File: config.mk
export PLATFORM = sky130hd
export DESIGN_NAME = stream_demux_flat
export DESIGN_NICKNAME = d
export VERILOG_FILES = /design/src/rtl/stream_demux_pkg.sv /design/src/rtl/stream_demux_if.sv /design/src/rtl/stream_demux_slot.sv /design/src/rtl/stream_demux.sv /design/src/flat_wrapper.sv
export SDC_FILE = /design/constraint.sdc
export NUM_CORES = 1
export LEC_CHECK = 0
export BUFFER_PORTS_ARGS = -buffer_cell sky130_fd_sc_hd__buf_2
export CORE_ASPECT_RATIO = 0.75
export CORE_MARGIN = 2
export CORE_UTILIZATION = 51
export CTS_CLUSTER_DIAMETER = 120
export DETAILED_ROUTE_END_ITERATION = 10
export PLACE_DENSITY = 0.86
export REMOVE_ABC_BUFFERS = 1
export SYNTH_ARGS = -nofsm -noshare
export SYNTH_HDL_FRONTEND = slang
export SYNTH_HIERARCHICAL = 1
export SYNTH_SLANG_ARGS = --single-unit
File: constraint.sdc
create_clock -name clk -period 2.5 [get_ports clk]
set_input_delay 0.375 -clock clk [delete_from_list [all_inputs] [get_ports clk]]
set_output_delay 0.375 -clock clk [all_outputs]
set_load 0.02 [all_outputs]
File: src/rtl/stream_demux_pkg.sv
// Shared constants for the stream demultiplexer: FSM state encodings.
package stream_demux_pkg;

   typedef logic [1:0] state_t;

   localparam state_t ST_IDLE  = 2'd0;
   localparam state_t ST_ROUTE = 2'd1;
   localparam state_t ST_DROP  = 2'd2;

endpackage

File: src/rtl/stream_demux_if.sv
// Stream bundle for the demux: one input stream and CHANNELS output streams.
interface stream_demux_if #(
   parameter int WIDTH    = 8,
   parameter int CHANNELS = 4,
   parameter int SEL_W    = 2
);
   logic                      in_valid;
   logic                      in_ready;
   logic [WIDTH-1:0]          in_data;
   logic                      in_last;
   logic [SEL_W-1:0]          in_sel;
   logic [CHANNELS-1:0]       out_valid;
   logic [CHANNELS-1:0]       out_ready;
   logic [CHANNELS*WIDTH-1:0] out_data;
   logic [CHANNELS-1:0]       out_last;

   modport slave (
      input  in_valid, in_data, in_last, in_sel, out_ready,
      output in_ready, out_valid, out_data, out_last
   );

   modport master (
      output in_valid, in_data, in_last, in_sel, out_ready,
      input  in_ready, out_valid, out_data, out_last
   );
endinterface

File: src/rtl/stream_demux_slot.sv
// One-entry output register for a demux channel; data is kept after the entry drains.
module stream_demux_slot #(
   parameter int WIDTH = 8
) (
   input  logic             clk,
   input  logic             rst_n,
   input  logic             load,
   input  logic [WIDTH-1:0] data_in,
   input  logic             last_in,
   input  logic             ready,
   output logic             valid,
   output logic [WIDTH-1:0] data,
   output logic             last,
   output logic             free
);

   assign free = !valid || ready;

   always_ff @(posedge clk or negedge rst_n) begin
      if (!rst_n) begin
         valid <= 1'b0;
         data  <= '0;
         last  <= 1'b0;
      end else if (load) begin
         valid <= 1'b1;
         data  <= data_in;
         last  <= last_in;
      end else if (valid && ready) begin
         valid <= 1'b0;
      end
   end

endmodule

File: src/rtl/stream_demux.sv
// Registered 1-to-CHANNELS packet demux; the select is locked on the first beat of a packet.
//  state | meaning
//  IDLE  | waiting for a first beat; target comes straight from in_sel
//  ROUTE | packet in progress, beats go to the latched channel
//  DROP  | packet had an invalid select, beats are swallowed until in_last
module stream_demux
   import stream_demux_pkg::*;
#(
   parameter int WIDTH    = 8,
   parameter int CHANNELS = 4,
   parameter int SEL_W    = 2,
   parameter int CNT_W    = 8
) (
   input  logic             clk,
   input  logic             rst_n,
   stream_demux_if.slave    bus,
   output logic             busy,
   output logic [CNT_W-1:0] drop_count
);

   state_t                    state;
   logic [SEL_W-1:0]          sel_q;
   logic [SEL_W-1:0]          target;
   logic                      sel_ok;
   logic                      tgt_free;
   logic                      route_beat;
   logic                      accept;
   logic                      in_ready;
   logic [CHANNELS-1:0]       slot_free;
   logic [CHANNELS-1:0]       load;
   logic [CHANNELS-1:0]       valid_v;
   logic [CHANNELS-1:0]       last_v;
   logic [CHANNELS*WIDTH-1:0] data_v;

   // sel_ok is only meaningful in IDLE; the latched select is always in range.
   always_comb begin
      target   = (state == ST_IDLE) ? bus.in_sel : sel_q;
      sel_ok   = 1'b0;
      tgt_free = 1'b0;
      for (int k = 0; k < CHANNELS; k++) begin
         if (target == SEL_W'(k)) begin
            sel_ok   = 1'b1;
            tgt_free = slot_free[k];
         end
      end
   end

   assign route_beat = (state == ST_ROUTE) || ((state == ST_IDLE) && sel_ok);
   assign in_ready   = route_beat ? tgt_free : 1'b1;
   assign accept     = bus.in_valid && in_ready;

   always_comb begin
      load = '0;
      for (int k = 0; k < CHANNELS; k++) begin
         load[k] = accept && route_beat && (target == SEL_W'(k));
      end
   end

   for (genvar k = 0; k < CHANNELS; k++) begin : g_slot
      stream_demux_slot #(
         .WIDTH (WIDTH)
      ) u_slot (
         .clk     (clk),
         .rst_n   (rst_n),
         .load    (load[k]),
         .data_in (bus.in_data),
         .last_in (bus.in_last),
         .ready   (bus.out_ready[k]),
         .valid   (valid_v[k]),
         .data    (data_v[k*WIDTH +: WIDTH]),
         .last    (last_v[k]),
         .free    (slot_free[k])
      );
   end

   assign bus.in_ready  = in_ready;
   assign bus.out_valid = valid_v;
   assign bus.out_data  = data_v;
   assign bus.out_last  = last_v;
   assign busy          = (state != ST_IDLE);

   always_ff @(posedge clk or negedge rst_n) begin
      if (!rst_n) begin
         state      <= ST_IDLE;
         sel_q      <= '0;
         drop_count <= '0;
      end else if (accept) begin
         case (state)
            ST_IDLE: begin
               if (sel_ok) begin
                  sel_q <= bus.in_sel;
                  if (!bus.in_last) state <= ST_ROUTE;
               end else begin
                  if (drop_count != '1) drop_count <= drop_count + CNT_W'(1);
                  if (!bus.in_last) state <= ST_DROP;
               end
            end
            ST_ROUTE, ST_DROP: begin
               if (bus.in_last) state <= ST_IDLE;
            end
            default: state <= ST_IDLE;
         endcase
      end
   end

endmodule

File: src/flat_wrapper.sv
// flat-port wrapper written by rule: the top's interface ports become plain ports
module stream_demux_flat import stream_demux_pkg::*;
#(
   parameter int WIDTH    = 8,
   parameter int CHANNELS = 4,
   parameter int SEL_W    = 2,
   parameter int CNT_W    = 8
)
  (clk, rst_n, busy, drop_count, bus_in_valid, bus_in_data, bus_in_last, bus_in_sel, bus_out_ready, bus_in_ready, bus_out_valid, bus_out_data, bus_out_last);
  stream_demux_if #(.WIDTH(WIDTH), .CHANNELS(CHANNELS), .SEL_W(SEL_W)) bus_i ();
  input  logic clk;
  input  logic rst_n;
  output logic busy;
  output logic [CNT_W-1:0] drop_count;
  input wire logic [$bits(bus_i.in_valid)-1:0] bus_in_valid;
  input wire logic [$bits(bus_i.in_data)-1:0] bus_in_data;
  input wire logic [$bits(bus_i.in_last)-1:0] bus_in_last;
  input wire logic [$bits(bus_i.in_sel)-1:0] bus_in_sel;
  input wire logic [$bits(bus_i.out_ready)-1:0] bus_out_ready;
  output wire logic [$bits(bus_i.in_ready)-1:0] bus_in_ready;
  output wire logic [$bits(bus_i.out_valid)-1:0] bus_out_valid;
  output wire logic [$bits(bus_i.out_data)-1:0] bus_out_data;
  output wire logic [$bits(bus_i.out_last)-1:0] bus_out_last;
  assign bus_i.in_valid = bus_in_valid;
  assign bus_i.in_data = bus_in_data;
  assign bus_i.in_last = bus_in_last;
  assign bus_i.in_sel = bus_in_sel;
  assign bus_i.out_ready = bus_out_ready;
  assign bus_in_ready = bus_i.in_ready;
  assign bus_out_valid = bus_i.out_valid;
  assign bus_out_data = bus_i.out_data;
  assign bus_out_last = bus_i.out_last;
  stream_demux #(.WIDTH(WIDTH), .CHANNELS(CHANNELS), .SEL_W(SEL_W), .CNT_W(CNT_W)) u_core (.clk(clk), .rst_n(rst_n), .bus(bus_i), .busy(busy), .drop_count(drop_count));
endmodule
==> flow_summary.json, run 1 <==
{
  "peakVddDrop_v": 0.000725,
  "hpwl_um": 3410,
  "path_clk_slew_ns": 0.09,
  "synth.distinct_cells": 28,
  "coreArea_mm2": 0.00415,
  "ctsRootBufferMaster": "clkbuf_8",
  "timing.hold.ws_ns": 0.0664,
  "placedCellCount": 272,
  "layout.cells.non_filler": 280,
  "total_power_uw": 3840,
  "synth-edff-count": 0,
  "cp_cell_sequence": "inv_1 -> ha_4 -> buf_4 -> nor2_1 -> a31oi_1 -> and4bb_4 -> o21ai_0 -> buf_2",
  "die_x_um": 81.0,
  "slew_headroom_pct": 60.9,
  "swShare_pct": 36.7,
  "cts_buffers": 5,
  "ys_ff_latch": 52,
  "antenna_found_initial": 0,
  "worstPathRequired_ns": 2.12,
  "wire_per_inst_um": 16.0,
  "internal_power_uw": 2430,
  "slowest_stage": "dfrtp_1",
  "critPathMaxFanout": 9,
  "yosys.area_share.simple_pct": 7.40,
  "synth_area_mm2": 0.00227,
  "via_count": 1402,
  "syn_inst": 153,
  "drc": 0,
  "rsz0062_at_grt": "false",
  "row_count": 20,
  "ant_nets": 0,
  "initial_utilization_pct": 54.5,
  "fin_util_pct": 67.5,
  "worstPathArrival_ns": 1.97,
  "finalHoldViolations": 0,
  "fillers": 308,
  "grt_max_degree": 30,
  "drtPass1Iterations": 4,
  "synth_area_per_cell_um2": 14.8,
  "io_pins": 68,
  "hp-class": "in -> async",
  "crit_family": "buffers and inverters",
  "fin_crit_sh_pct": 93.7,
  "clock_latency_ns": 0.30,
  "min_period_ns": 2.34,
  "pre_cts_slack_ns": 0.0537,
  "critPathLaunchType": "flip-flop",
  "vias_per_cell": 5.01,
  "seq_area_frac_synth_pct": 57.4,
  "synth_compound_area_share_pct": 4.42,
  "tightestPinTransition_ns": 0.586,
  "async_flop_share_pct": 100,
  "p_clk_share_pct": 15.9,
  "netSwitchingPower_uw": 1410,
  "yosys_warnings": 6,
  "drive_above_1_share_pct": 56.9,
  "synthMuxAreaShare_pct": 24.8,
  "report.final.slew_viol_count": 0,
  "critPathBufInv": 3,
  "grt_pass1_wl_um": 7220,
  "p_per_area_mw_per_mm2": 1370,
  "clock_path_buffers": 2,
  "drt-initial-drc-count": 42,
  "worst_clock_skew_ns": 0.00667,
  "nets": 244,
  "syn_to_final_growth_pct": 23.8,
  "endpoint_kind": "output pin",
  "portBuffers": 67,
  "leakage_uw": 0.00145,
  "clock_sinks": 52,
  "pwr-share-comb_pct": 47.4,
  "wl_um": 4480,
  "die_h_um": 61.7,
  "cap_violations": 0,
  "path_class": "reg -> out",
  "htree_levels": 2,
  "max_freq_mhz": 427,
  "status": "completed",
  "ys.flop_type": "dfrtp_1",
  "grt_usage_pct": 20.1,
  "fp.dieArea_mm2": 0.00500,
  "critPathMaxStageDelay_ns": 0.39,
  "diodes": 0,
  "grt_pass1_vias": 1385,
  "seq_power_share_pct": 36.7,
  "synthAdderAreaFrac_pct": 1.10,
  "finalWorstSetupSlack_ns": 0.157,
  "synthXorXnorAreaFrac_pct": 0,
  "grt.overflow.total": 0,
  "cts_tree": "done",
  "synth_top_family_by_area": "multiplexers",
  "finalSetupViolCount": 0,
  "gp_congestion": 0.878
}
repair_timing:
item,CTS,global route
gates resized for setup,0,4
buffers inserted,0,0
setup endpoints to repair,0,37
hold buffers,0,0
cell usage after synthesis, types with 2 or more instances:
master	count	area (um2)
mux2_4	36	541
nand2b_1	10	62.6
dfrtp_1	52	1300
inv_1	6	22.5
nand2_1	3	11.3
clkbuf_1	8	30.0
mux2_1	2	22.5
nor2_1	6	22.5
buf_6	5	56.3
o21ai_0	6	30.0
ha_1	2	25.0
per-layer routing:
layer / GRT usage [%] / wire (um)
met3: 7.66 / 383
met4: 3.39 / 27
met5: 0 / 0
met2: 30.3 / 1930
met1: 28.8 / 2130
per-stage QoR:
step | instance area, um2 | setup TNS [ns]
after floorplan | 2180 | -7.64
after detailed placement | 2660 | 0
after global placement | 2660 | 0
after CTS | 2790 | 0
after global routing | 2810 | 0
final | 2810 | 0
final cells by class:
type | count | area (um2) | area share [%]
clock inverters | 1 | 30.0 | 1.07
repair buffers | 77 | 410 | 14.6
flip-flops and latches | 52 | 1300 | 46.4
well taps | 55 | 68.8 | 2.45
clock buffers | 7 | 96.3 | 3.43
multi-input cells | 82 | 876 | 31.2
inverters | 6 | 22.5 | 0.803
worst paths after layout:
kind | cells after the start | endpoint | from | slack (ns)
worst min register to register | 0 | u_core/drop_count[5] | u_core/drop_count[5] | 0.38
min in group clk | 3 | u_core/g_slot[3].u_slot/valid | bus_out_ready[3] | 0.35
worst max register to register | 10 | u_core/g_slot[2].u_slot/data[4] | u_core/state[1] | 0.18
worst max-delay path | 8 | bus_in_ready | u_core/state[0] | 0.16
worst min-delay path | 1 | u_core/g_slot[0].u_slot/data[1] | rst_n | 0.07
max in group asynchronous | 2 | u_core/g_slot[1].u_slot/valid | rst_n | 1.70
layout by cell type (no fill, tap or decap), types with 2 or more instances in the layout:
cell / synthesis / final
buf_2: 0 / 67
dfrtp_1: 52 / 52
mux2_4: 36 / 36
nand2b_1: 10 / 10
buf_4: 0 / 10
clkbuf_8: 0 / 7
inv_1: 6 / 6
o21ai_0: 6 / 6
nor2_1: 6 / 5
nand2_1: 3 / 3
mux2_1: 2 / 2
state kept, by name, indices dropped and copies added, names as in the netlist:
signal / cells
u_core/drop_count: 8
u_core/g_slot.u_slot/valid: 4
u_core/g_slot.u_slot/data: 32
u_core/state: 2
u_core/g_slot.u_slot/last: 4
u_core/sel_q: 2
cells by family (layout without fill, tap and decap cells):
| family | count (synthesis) | in the layout |
|---|---|---|
| AOI/OAI and AO/OA | 15 | 15 |
| adders and majority gates | 2 | 2 |
| buffers and inverters | 19 | 91 |
| DFF | 52 | 52 |
| muxes | 38 | 38 |
| and+or+nand+nor | 27 | 27 |
power by group through the flow:
stage	combinational [uW]	clock (uW)	sequential, uW
after floorplan	843	0	1780
after global placement	1770	0	1410
after detailed placement	1810	0	1420
after CTS	1810	623	1410
after global routing	1960	663	1450
final	1820	609	1410
Power figures use the tool's default switching activity.
==> run 2: changes to the inputs <==
--- a/config.mk
+++ b/config.mk
@@ -9,7 +9,6 @@
 export CORE_ASPECT_RATIO = 0.75
 export CORE_MARGIN = 2
 export CORE_UTILIZATION = 51
-export CTS_CLUSTER_DIAMETER = 120
 export DETAILED_ROUTE_END_ITERATION = 10
 export PLACE_DENSITY = 0.86
 export REMOVE_ABC_BUFFERS = 1
==> constraint.sdc (replaced) <==
create_clock -name clk -period 2.5 [get_ports clk]
set_input_delay 0.375 -clock clk [delete_from_list [all_inputs] [get_ports clk]]
set_output_delay 0.375 -clock clk [all_outputs]
set_load 0.05 [all_outputs]
==> run 2 against run 1 <==
Hold slack about the same. Sequential cell count unchanged. Cell count increased by 0.36%. Clock skew about the same. Critical path type is now reg -> reg. Critical endpoint is now u_core/g_slot[1].u_slot/data[0]. Largest cell class unchanged. Highest routed layer unchanged.
==> flow_summary.json, run 2 (same netlist as run 1, synthesis figures left out) <==
{
  "critPathMaxFanout": 9,
  "pre_cts_slack_ns": 0.0537,
  "r2r_start": "u_core/state[0]",
  "htree_levels": 2,
  "worstPathArrival_ns": 2.56,
  "ctsRootBufferMaster": "clkbuf_8",
  "drtPass1Iterations": 4,
  "die_h_um": 61.7,
  "wire_per_inst_um": 16.0,
  "finalHoldViolations": 0,
  "nets": 245,
  "report.final.slew_viol_count": 0,
  "path_class": "reg -> reg",
  "antenna_found_initial": 0,
  "io_pins": 68,
  "grt_pass1_vias": 1385,
  "status": "completed",
  "critPathLaunchType": "flip-flop",
  "worstPathRequired_ns": 2.69,
  "hpwl_um": 3410,
  "rsz0062_at_grt": "false",
  "fp.dieArea_mm2": 0.00500,
  "vias_per_cell": 4.99,
  "worstReg2RegEnd": "u_core/g_slot[1].u_slot/data[0]",
  "syn_to_final_growth_pct": 23.9,
  "grt_pass1_wl_um": 7220,
  "endpoint_kind": "flip-flop",
  "drt-initial-drc-count": 51,
  "clock_path_buffers": 2,
  "timing.hold.ws_ns": 0.0663,
  "regMostFlops": "u_core/g_slot.u_slot/data",
  "cts_buffers": 5,
  "drc": 0,
  "drive_above_1_share_pct": 56.6,
  "grt.overflow.total": 0,
  "row_count": 20,
  "clock_sinks": 52,
  "wl_um": 4490,
  "largest_reg_flops": 32,
  "hp-class": "in -> async",
  "diodes": 0,
  "cts_tree": "done",
  "coreArea_mm2": 0.00415,
  "die_x_um": 81.0,
  "gp_congestion": 0.878,
  "fin_area_mm2": 0.00281,
  "finalWorstSetupSlack_ns": 0.129,
  "finalSetupViolCount": 0,
  "max_freq_mhz": 422,
  "hold_buffers": 0,
  "r2r_slack_ns": 0.13,
  "cap_violations": 0,
  "worst_clock_skew_ns": 0.00669,
  "clock_latency_ns": 0.30,
  "grt_max_degree": 30,
  "ff2ff_path_depth": 9,
  "min_period_ns": 2.37,
  "initial_utilization_pct": 54.5,
  "tightestPinTransition_ns": 0.586,
  "placed_cell_area_mm2": 0.00266,
  "slew_headroom_pct": 60.9,
  "final_common_cell": "buf_2",
  "reg_top3": "u_core/g_slot.u_slot/data (32), u_core/drop_count (8)",
  "portBuffers": 67,
  "path_clk_slew_ns": 0.09,
  "grt_usage_pct": 20.1,
  "ant_nets": 0,
  "fin_crit_sh_pct": 94.9,
  "via_count": 1403,
  "final_cell_mix": "buf_2 (66), dfrtp_1 (52), mux2_4 (36), buf_4 (12), nand2b_1 (10)"
}
[run 2: area by class of cell]
type                            instances  area [um2]
Clock buffer                            7        96.3
Clock inverter                          1        30.0
Fill cell                             306        1350
Inverter                                6        22.5
Multi-Input combinational cell         82         868
Sequential cell                        52        1300
Tap cell                               55        68.8
Timing Repair Buffer                   78         420
[run 2: worst max-delay path: stages, from the launching register on]
cell	delay, ns
dfrtp_1	0.39
inv_1	0.12
ha_4	0.19
nor3b_1	0.25
o21ai_0	0.14
and4bb_4	0.24
or2_4	0.27
nor2_1	0.15
buf_4	0.20
mux2_4	0.31
[run 2: worst max-delay path by stage]
stage	from	to	slack (ns)
2_1_floorplan	u_core/state[1]	u_core/g_slot[1].u_slot/data[0]	-0.26
3_5_place_dp	u_core/state[1]	u_core/g_slot[1].u_slot/data[3]	0.05
5_1_grt	u_core/state[0]	u_core/g_slot[1].u_slot/data[7]	0.005
3_3_place_gp	u_core/state[1]	u_core/g_slot[2].u_slot/data[2]	0.11
6_report	u_core/state[0]	u_core/g_slot[1].u_slot/data[0]	0.13
4_1_cts	u_core/state[1]	bus_in_ready	0.001
[run 2: per-stage QoR]
stage | util, % | TNS (ns) | cells
after CTS | 67.0 | 0 | 280
after floorplan | - | -7.64 | 140
after detailed placement | 64.0 | 0 | 272
after global routing | 67.6 | 0 | 281
final | 67.6 | 0 | 281
after global placement | 64.0 | 0 | 272
[run 2: routing by layer]
layer,GRT usage [%],wire (um),part of all wire [%],vias to the layer above
li1,-,-,-,664
met1,28.8,2160,48,676
met4,3.39,27,0.60,0
met2,30.3,1930,43,58
met3,7.66,372,8.3,5
met5,0,0,0,-
[run 2: timing repair]
item	4_1_cts	5_1_grt
setup endpoints to repair	0	37
buffers inserted	0	1
hold endpoints to repair	0	0
gates resized for setup	0	5
Power of run 2 is not shown: default switching activity piles up to over one toggle a cycle in this logic, so the estimate is an artifact.
